File: src/rtl/ext_pkg.sv
// Shared definitions for the extension pipeline unit.
//   - Mode codes for ext_core / ext_pipe_unit (3-bit mode input).
//   - Skid-buffer occupancy states.
package ext_pkg;

  localparam logic [2:0] EXT_SIGN     = 3'd0;
  localparam logic [2:0] EXT_ZERO     = 3'd1;
  localparam logic [2:0] EXT_SIGN_SHL = 3'd2;
  localparam logic [2:0] EXT_UPPER    = 3'd3;
  localparam logic [2:0] EXT_LB       = 3'd4;
  localparam logic [2:0] EXT_LBU      = 3'd5;
  localparam logic [2:0] EXT_LH       = 3'd6;
  localparam logic [2:0] EXT_LHU      = 3'd7;

  typedef enum logic [1:0] {
    ST_EMPTY = 2'd0,
    ST_ONE   = 2'd1,
    ST_TWO   = 2'd2
  } ext_state_e;

endpackage

File: src/rtl/ext_core.sv
// Combinational immediate / load-data extender.
// Optional feature macro: EXT_ERR_EN (flag misaligned halfword loads).
// Ports:
//   mode    - operation select (ext_pkg codes)
//   data_in - immediate in the low IN_W bits, or the full load word
//   offset  - byte offset for load modes
//   result  - extended value
//   err     - misaligned halfword (always 0 unless EXT_ERR_EN)
module ext_core
  import ext_pkg::*;
#(
  parameter int unsigned IN_W    = 16,
  parameter int unsigned OUT_W   = 32,
  parameter int unsigned SHL_AMT = 2,
  parameter int unsigned OFF_W   = 2
) (
  input  logic [2:0]       mode,
  input  logic [OUT_W-1:0] data_in,
  input  logic [OFF_W-1:0] offset,
  output logic [OUT_W-1:0] result,
  output logic             err
);

  localparam int unsigned EXT_W = OUT_W - IN_W;

  logic [IN_W-1:0]  imm;
  logic [OUT_W-1:0] imm_sext;
  logic [7:0]       sel_byte;
  logic [15:0]      sel_half;

  assign imm      = data_in[IN_W-1:0];
  assign imm_sext = {{EXT_W{imm[IN_W-1]}}, imm};
  // Little-endian lane select; halfword lane ignores offset[0].
  assign sel_byte = data_in[{offset, 3'b000} +: 8];
  assign sel_half = data_in[{offset[OFF_W-1:1], 4'b0000} +: 16];

  always_comb begin
    result = '0;
    err    = 1'b0;
    unique case (mode)
      EXT_SIGN:     result = imm_sext;
      EXT_ZERO:     result = {{EXT_W{1'b0}}, imm};
      EXT_SIGN_SHL: result = imm_sext << SHL_AMT;
      EXT_UPPER:    result = {imm, {EXT_W{1'b0}}};
      EXT_LB:       result = {{(OUT_W-8){sel_byte[7]}}, sel_byte};
      EXT_LBU:      result = {{(OUT_W-8){1'b0}}, sel_byte};
      EXT_LH:       result = {{(OUT_W-16){sel_half[15]}}, sel_half};
      EXT_LHU:      result = {{(OUT_W-16){1'b0}}, sel_half};
      default:      result = '0;
    endcase
`ifdef EXT_ERR_EN
    if ((mode == EXT_LH || mode == EXT_LHU) && offset[0]) begin
      result = '0;
      err    = 1'b1;
    end
`endif
  end

endmodule

File: src/rtl/ext_pipe_unit.sv
// Pipelined extender: ext_core followed by an output register and one skid
// register behind a valid/ready handshake (1-cycle latency, full throughput).
// Optional feature macro: EXT_ERR_EN (passed through to ext_core).
// Ports:
//   clk, reset (sync, active-low), flush (sync clear of buffered beats)
//   in_valid/in_ready, mode, data_in, offset  - input beat
//   out_valid/out_ready, data_out, err        - output beat
module ext_pipe_unit
  import ext_pkg::*;
#(
  parameter int unsigned IN_W    = 16,
  parameter int unsigned OUT_W   = 32,
  parameter int unsigned SHL_AMT = 2,
  parameter int unsigned OFF_W   = 2
) (
  input  logic             clk,
  input  logic             reset,
  input  logic             flush,
  input  logic             in_valid,
  output logic             in_ready,
  input  logic [2:0]       mode,
  input  logic [OUT_W-1:0] data_in,
  input  logic [OFF_W-1:0] offset,
  output logic             out_valid,
  input  logic             out_ready,
  output logic [OUT_W-1:0] data_out,
  output logic             err
);

  ext_state_e       state_q;
  logic             out_valid_q;
  logic             in_ready_q;
  logic [OUT_W-1:0] data_q;
  logic             err_q;
  logic [OUT_W-1:0] skid_data_q;
  logic             skid_err_q;

  logic [OUT_W-1:0] core_data;
  logic             core_err;
  logic             accept;
  logic             drain;

  ext_core #(
    .IN_W    (IN_W),
    .OUT_W   (OUT_W),
    .SHL_AMT (SHL_AMT),
    .OFF_W   (OFF_W)
  ) u_core (
    .mode    (mode),
    .data_in (data_in),
    .offset  (offset),
    .result  (core_data),
    .err     (core_err)
  );

  // in_ready_q is a pure state bit, so accept never depends on out_ready.
  assign accept = in_valid && in_ready_q;
  assign drain  = out_valid_q && out_ready;

  always_ff @(posedge clk) begin
    if (!reset) begin
      state_q     <= ST_EMPTY;
      out_valid_q <= 1'b0;
      in_ready_q  <= 1'b0;
      data_q      <= '0;
      err_q       <= 1'b0;
      skid_data_q <= '0;
      skid_err_q  <= 1'b0;
    end else if (flush) begin
      state_q     <= ST_EMPTY;
      out_valid_q <= 1'b0;
      in_ready_q  <= 1'b1;
    end else begin
      unique case (state_q)
        ST_EMPTY: begin
          in_ready_q <= 1'b1;
          if (accept) begin
            data_q      <= core_data;
            err_q       <= core_err;
            out_valid_q <= 1'b1;
            state_q     <= ST_ONE;
          end
        end
        ST_ONE: begin
          in_ready_q <= 1'b1;
          if (accept && drain) begin
            data_q <= core_data;
            err_q  <= core_err;
          end else if (accept) begin
            // Output stalled: park the new beat and stop accepting.
            skid_data_q <= core_data;
            skid_err_q  <= core_err;
            state_q     <= ST_TWO;
            in_ready_q  <= 1'b0;
          end else if (drain) begin
            out_valid_q <= 1'b0;
            state_q     <= ST_EMPTY;
          end
        end
        ST_TWO: begin
          if (drain) begin
            data_q     <= skid_data_q;
            err_q      <= skid_err_q;
            state_q    <= ST_ONE;
            in_ready_q <= 1'b1;
          end
        end
        default: begin
          state_q     <= ST_EMPTY;
          out_valid_q <= 1'b0;
          in_ready_q  <= 1'b1;
        end
      endcase
    end
  end

  assign in_ready  = in_ready_q;
  assign out_valid = out_valid_q;
  assign data_out  = data_q;
  assign err       = err_q;

endmodule

File: config.mk
export PLATFORM = sky130hd
export DESIGN_NAME = ext_pipe_unit
export DESIGN_NICKNAME = d
export VERILOG_FILES = /design/src/rtl/ext_pkg.sv /design/src/rtl/ext_core.sv /design/src/rtl/ext_pipe_unit.sv
export SDC_FILE = /design/constraint.sdc
export NUM_CORES = 1
export LEC_CHECK = 0
export CORE_ASPECT_RATIO = 0.6
export CORE_MARGIN = 2
export CORE_UTILIZATION = 40
export CTS_BUF_LIST = sky130_fd_sc_hd__clkbuf_8 sky130_fd_sc_hd__clkbuf_16
export DETAILED_ROUTE_END_ITERATION = 10
export DONT_BUFFER_PORTS = 1
export SLEW_MARGIN = 20
export SYNTH_ARGS = -nofsm -noshare
export SYNTH_HDL_FRONTEND = slang
export SYNTH_HIERARCHICAL = 1
export SYNTH_SLANG_ARGS = --single-unit
File: constraint.sdc
create_clock -name clk -period 4.1 [get_ports clk]
set_clock_uncertainty 0.15 [all_clocks]
set_input_delay 0.82 -clock clk [delete_from_list [all_inputs] [get_ports clk]]
set_output_delay 0.82 -clock clk [all_outputs]
set_load 0.005 [all_outputs]
==> run metrics <==
Reg clk slew, reported paths roughly 0.050 ns; Overall Global Routing Usage 0.2179; R2R setup slack roughly 1.9 ns; Synth Area in Adders 0; Yosys reg bits 70; Nets between 400 and 500; Worst-Margin Slew approximately 1.0 ns; PortBufs 0; XOR/XNOR share of the synthesized area 0; largest family of logic cells by synthesized area compound AO/OA/AOI/OAI gates; Post-CTS Resized 0; number of failing hold endpoints at the final stage 0; Synthesized Nets 465; largest net degree at the start of global routing between 60 and 70; Post-synth ARST share 0; clk root buf clkbuf_16; DR iter-0 viols ~310; Pleak 1.505 nW; Antenna Nets Post-Route 0; Setup crit start offset[1]; area leader, netlist dfxtp_1; Via Count 3328; crit-path max FO 18; deepest clock path buffer count 2; total number of H-tree levels 3; Compound-Gate Fraction of Synth Area 0.3867; Clk Latency, worst-skew pair between 0.3 and 0.4 ns; VDD IR-drop max between 0.00015 and 0.0002 V; Final GP Congestion 0.9670; DRC viols 0; I/O pins 77; hold crit path type register to register; sequential area share after synthesis 0.3695; setup_tns 0 ns; Die H 79.42 µm; CP endpoint kind register; Remaining Overflow, GRT 0; Die Width ~130 µm; post-CTS setup buffers 0; FF-to-FF Start state_q[1]; ANT cells 0; first-pass GRT wire length approximately 17000 µm; share of cells above drive strength 1 0.07389; Hold Startpoint skid_data_q[4]; WL final ~11000 µm; first drt pass iteration count 5; initial antenna violation count 0; Pwr Total roughly 1.6 mW; Worst EP arrival 2.44 ns; Mapped Cells ~420; FP Rows 27; effective utilization at floorplan 0.4127; # setup viols final 0; total CTS buffers 9; Pwr Density 395.1 mW/mm²; Setup crit start kind input pin; mux contribution to synthesized area 0.02804; max cap viols 0; slowest CP cell mux4_2; YS warnings 6; Cell Area, Synth 0.003792 mm²; status finished, final reports clean; top_reg_cell synth dfxtp_1; post-synth top area share 0.3695; vias in the first global route 3099; DR WL/cell ~21 µm; via-per-instance ratio between 6 and 7; post-detail-place hpwl slightly above 7000 µm; Tmin final roughly 2.4 ns; EDFF count, synth 0; CTS Sinks 70; CTS tree yes; Syn Area/Cell approximately 9 µm²; hold buffer count at CTS 0; Synth Area in Simple Gates 0.1564; P&R area growth vs syn 7.060%; Crit path largest cell delay 0.51 ns; Fmax about 420 MHz; synth top area cells dfxtp_1 37%, o221a_1 9.8%, nand2_1 8.8%, o22a_1 8.1%, a21boi_1 6.5%; final period utilization 0.5760; critical path class input pin to register; worst path required time ~4.2 ns; RSZ-0062 raised after global routing false; Slew headroom 0.3206; Yosys cell types roughly 50; die area 0.01030 mm²; CP Cell Sequence mux4_2, nand3_4, o21ai_2, a21o_1, o22a_1, o221a_1; Final Max Tran Viols 0; core region area 0.009189 mm²
area by class of cell:
type / instances / area [µm²]
Fill cell: 916 / 5129
Multi-Input combinational cell: 313 / 2178
Sequential cell: 70 / 1401
Clock buffer: 10 / 239.0
Tap cell: 130 / 162.7
Timing Repair Buffer: 6 / 45.04
Clock inverter: 6 / 30.03
Inverter: 1 / 3.754
path summary, 6_finish.rpt:
path	to	cells past startpoint
setup / recovery	data_out[20]	6
hold reg to reg	skid_data_q[4]	2
hold / removal	skid_data_q[4]	2
setup reg to reg	data_out[25]	4
kinds of logic (layout without fill, tap and decap cells):
logic type / count (synthesis) / count (layout)
buffers and inverters: 40 / 23
and+or+nand+nor: 130 / 130
AOI/OAI and AO/OA: 173 / 173
DFF: 70 / 70
other: 1 / 1
muxes: 9 / 9
layout by cell type, fill, tap and decap left out, types with 2 or more instances in the layout:
| cell type | n |
|---|---|
| o22a_1 | 35 |
| o21bai_1 | 2 |
| nor2_1 | 10 |
| nor2b_1 | 8 |
| o221a_1 | 33 |
| clkbuf_16 | 9 |
| mux2i_1 | 5 |
| a22o_1 | 11 |
| a211o_1 | 2 |
| nand3b_1 | 2 |
| dfxtp_1 | 70 |
| inv_1 | 3 |
| o21ai_0 | 7 |
| a221o_1 | 4 |
| a21o_1 | 15 |
| a21boi_1 | 33 |
| a32oi_1 | 2 |
| nand2b_1 | 4 |
| clkinv_2 | 3 |
| and3b_1 | 2 |
| a211oi_1 | 2 |
| mux2_2 | 3 |
| nand3_1 | 2 |
| nor3b_1 | 2 |
| a21oi_1 | 9 |
| and2_1 | 2 |
| a22oi_1 | 10 |
| buf_4 | 6 |
| nand2_1 | 89 |
synth_stat cells, drive strengths merged (10+ instances only):
master and instances:
a22o 11, o22a 35, a21o 15, buf 24
nand2 89, a21boi 34, dfxtp 70, clkbuf 15
nor2 10, a21oi 10, o221a 33, a22oi 10
per-stage QoR:
stage,utilization,worst slack (ns),instances,hold slack [ns],area (µm²)
global placement,0.4126,1.461,520,0.2907,3791
detailed placement,0.4126,1.433,520,0.2965,3791
CTS,0.4419,1.788,536,0.3040,4060
global route,0.4419,1.699,536,0.3194,4060
floorplan,-,1.448,423,0.2852,3792
finish,0.4419,1.738,536,0.3023,4060
state kept, by name, summed over array words and instances, names as in the netlist:
name and flops:
data_out 32, skid_data_q 32, state_q 2, err 1, in_ready 1, out_valid 1
skid_err_q 1
critical path: cells and delay by family:
family          cells  cell delay (ns)
simple gates        1             0.17
compound gates      4             0.92
mux                 1             0.51
per-layer routing:
layer | up-vias | wire, µm | global-route usage
met5 | - | 0 | 0
met2 | 148 | 4606 | 0.3126
met3 | 11 | 1113 | 0.07440
li1 | 1548 | - | -
met4 | 0 | 148 | 0.07527
met1 | 1621 | 5185 | 0.3032
power by group:
part	internal [mW]	switching, mW	total (mW)
clock	0.418	0.285	0.703
combinational	0.0963	0.0854	0.182
sequential	0.701	0.0183	0.720
total	1.22	0.389	1.60
(Power assumes the default switching activity.)
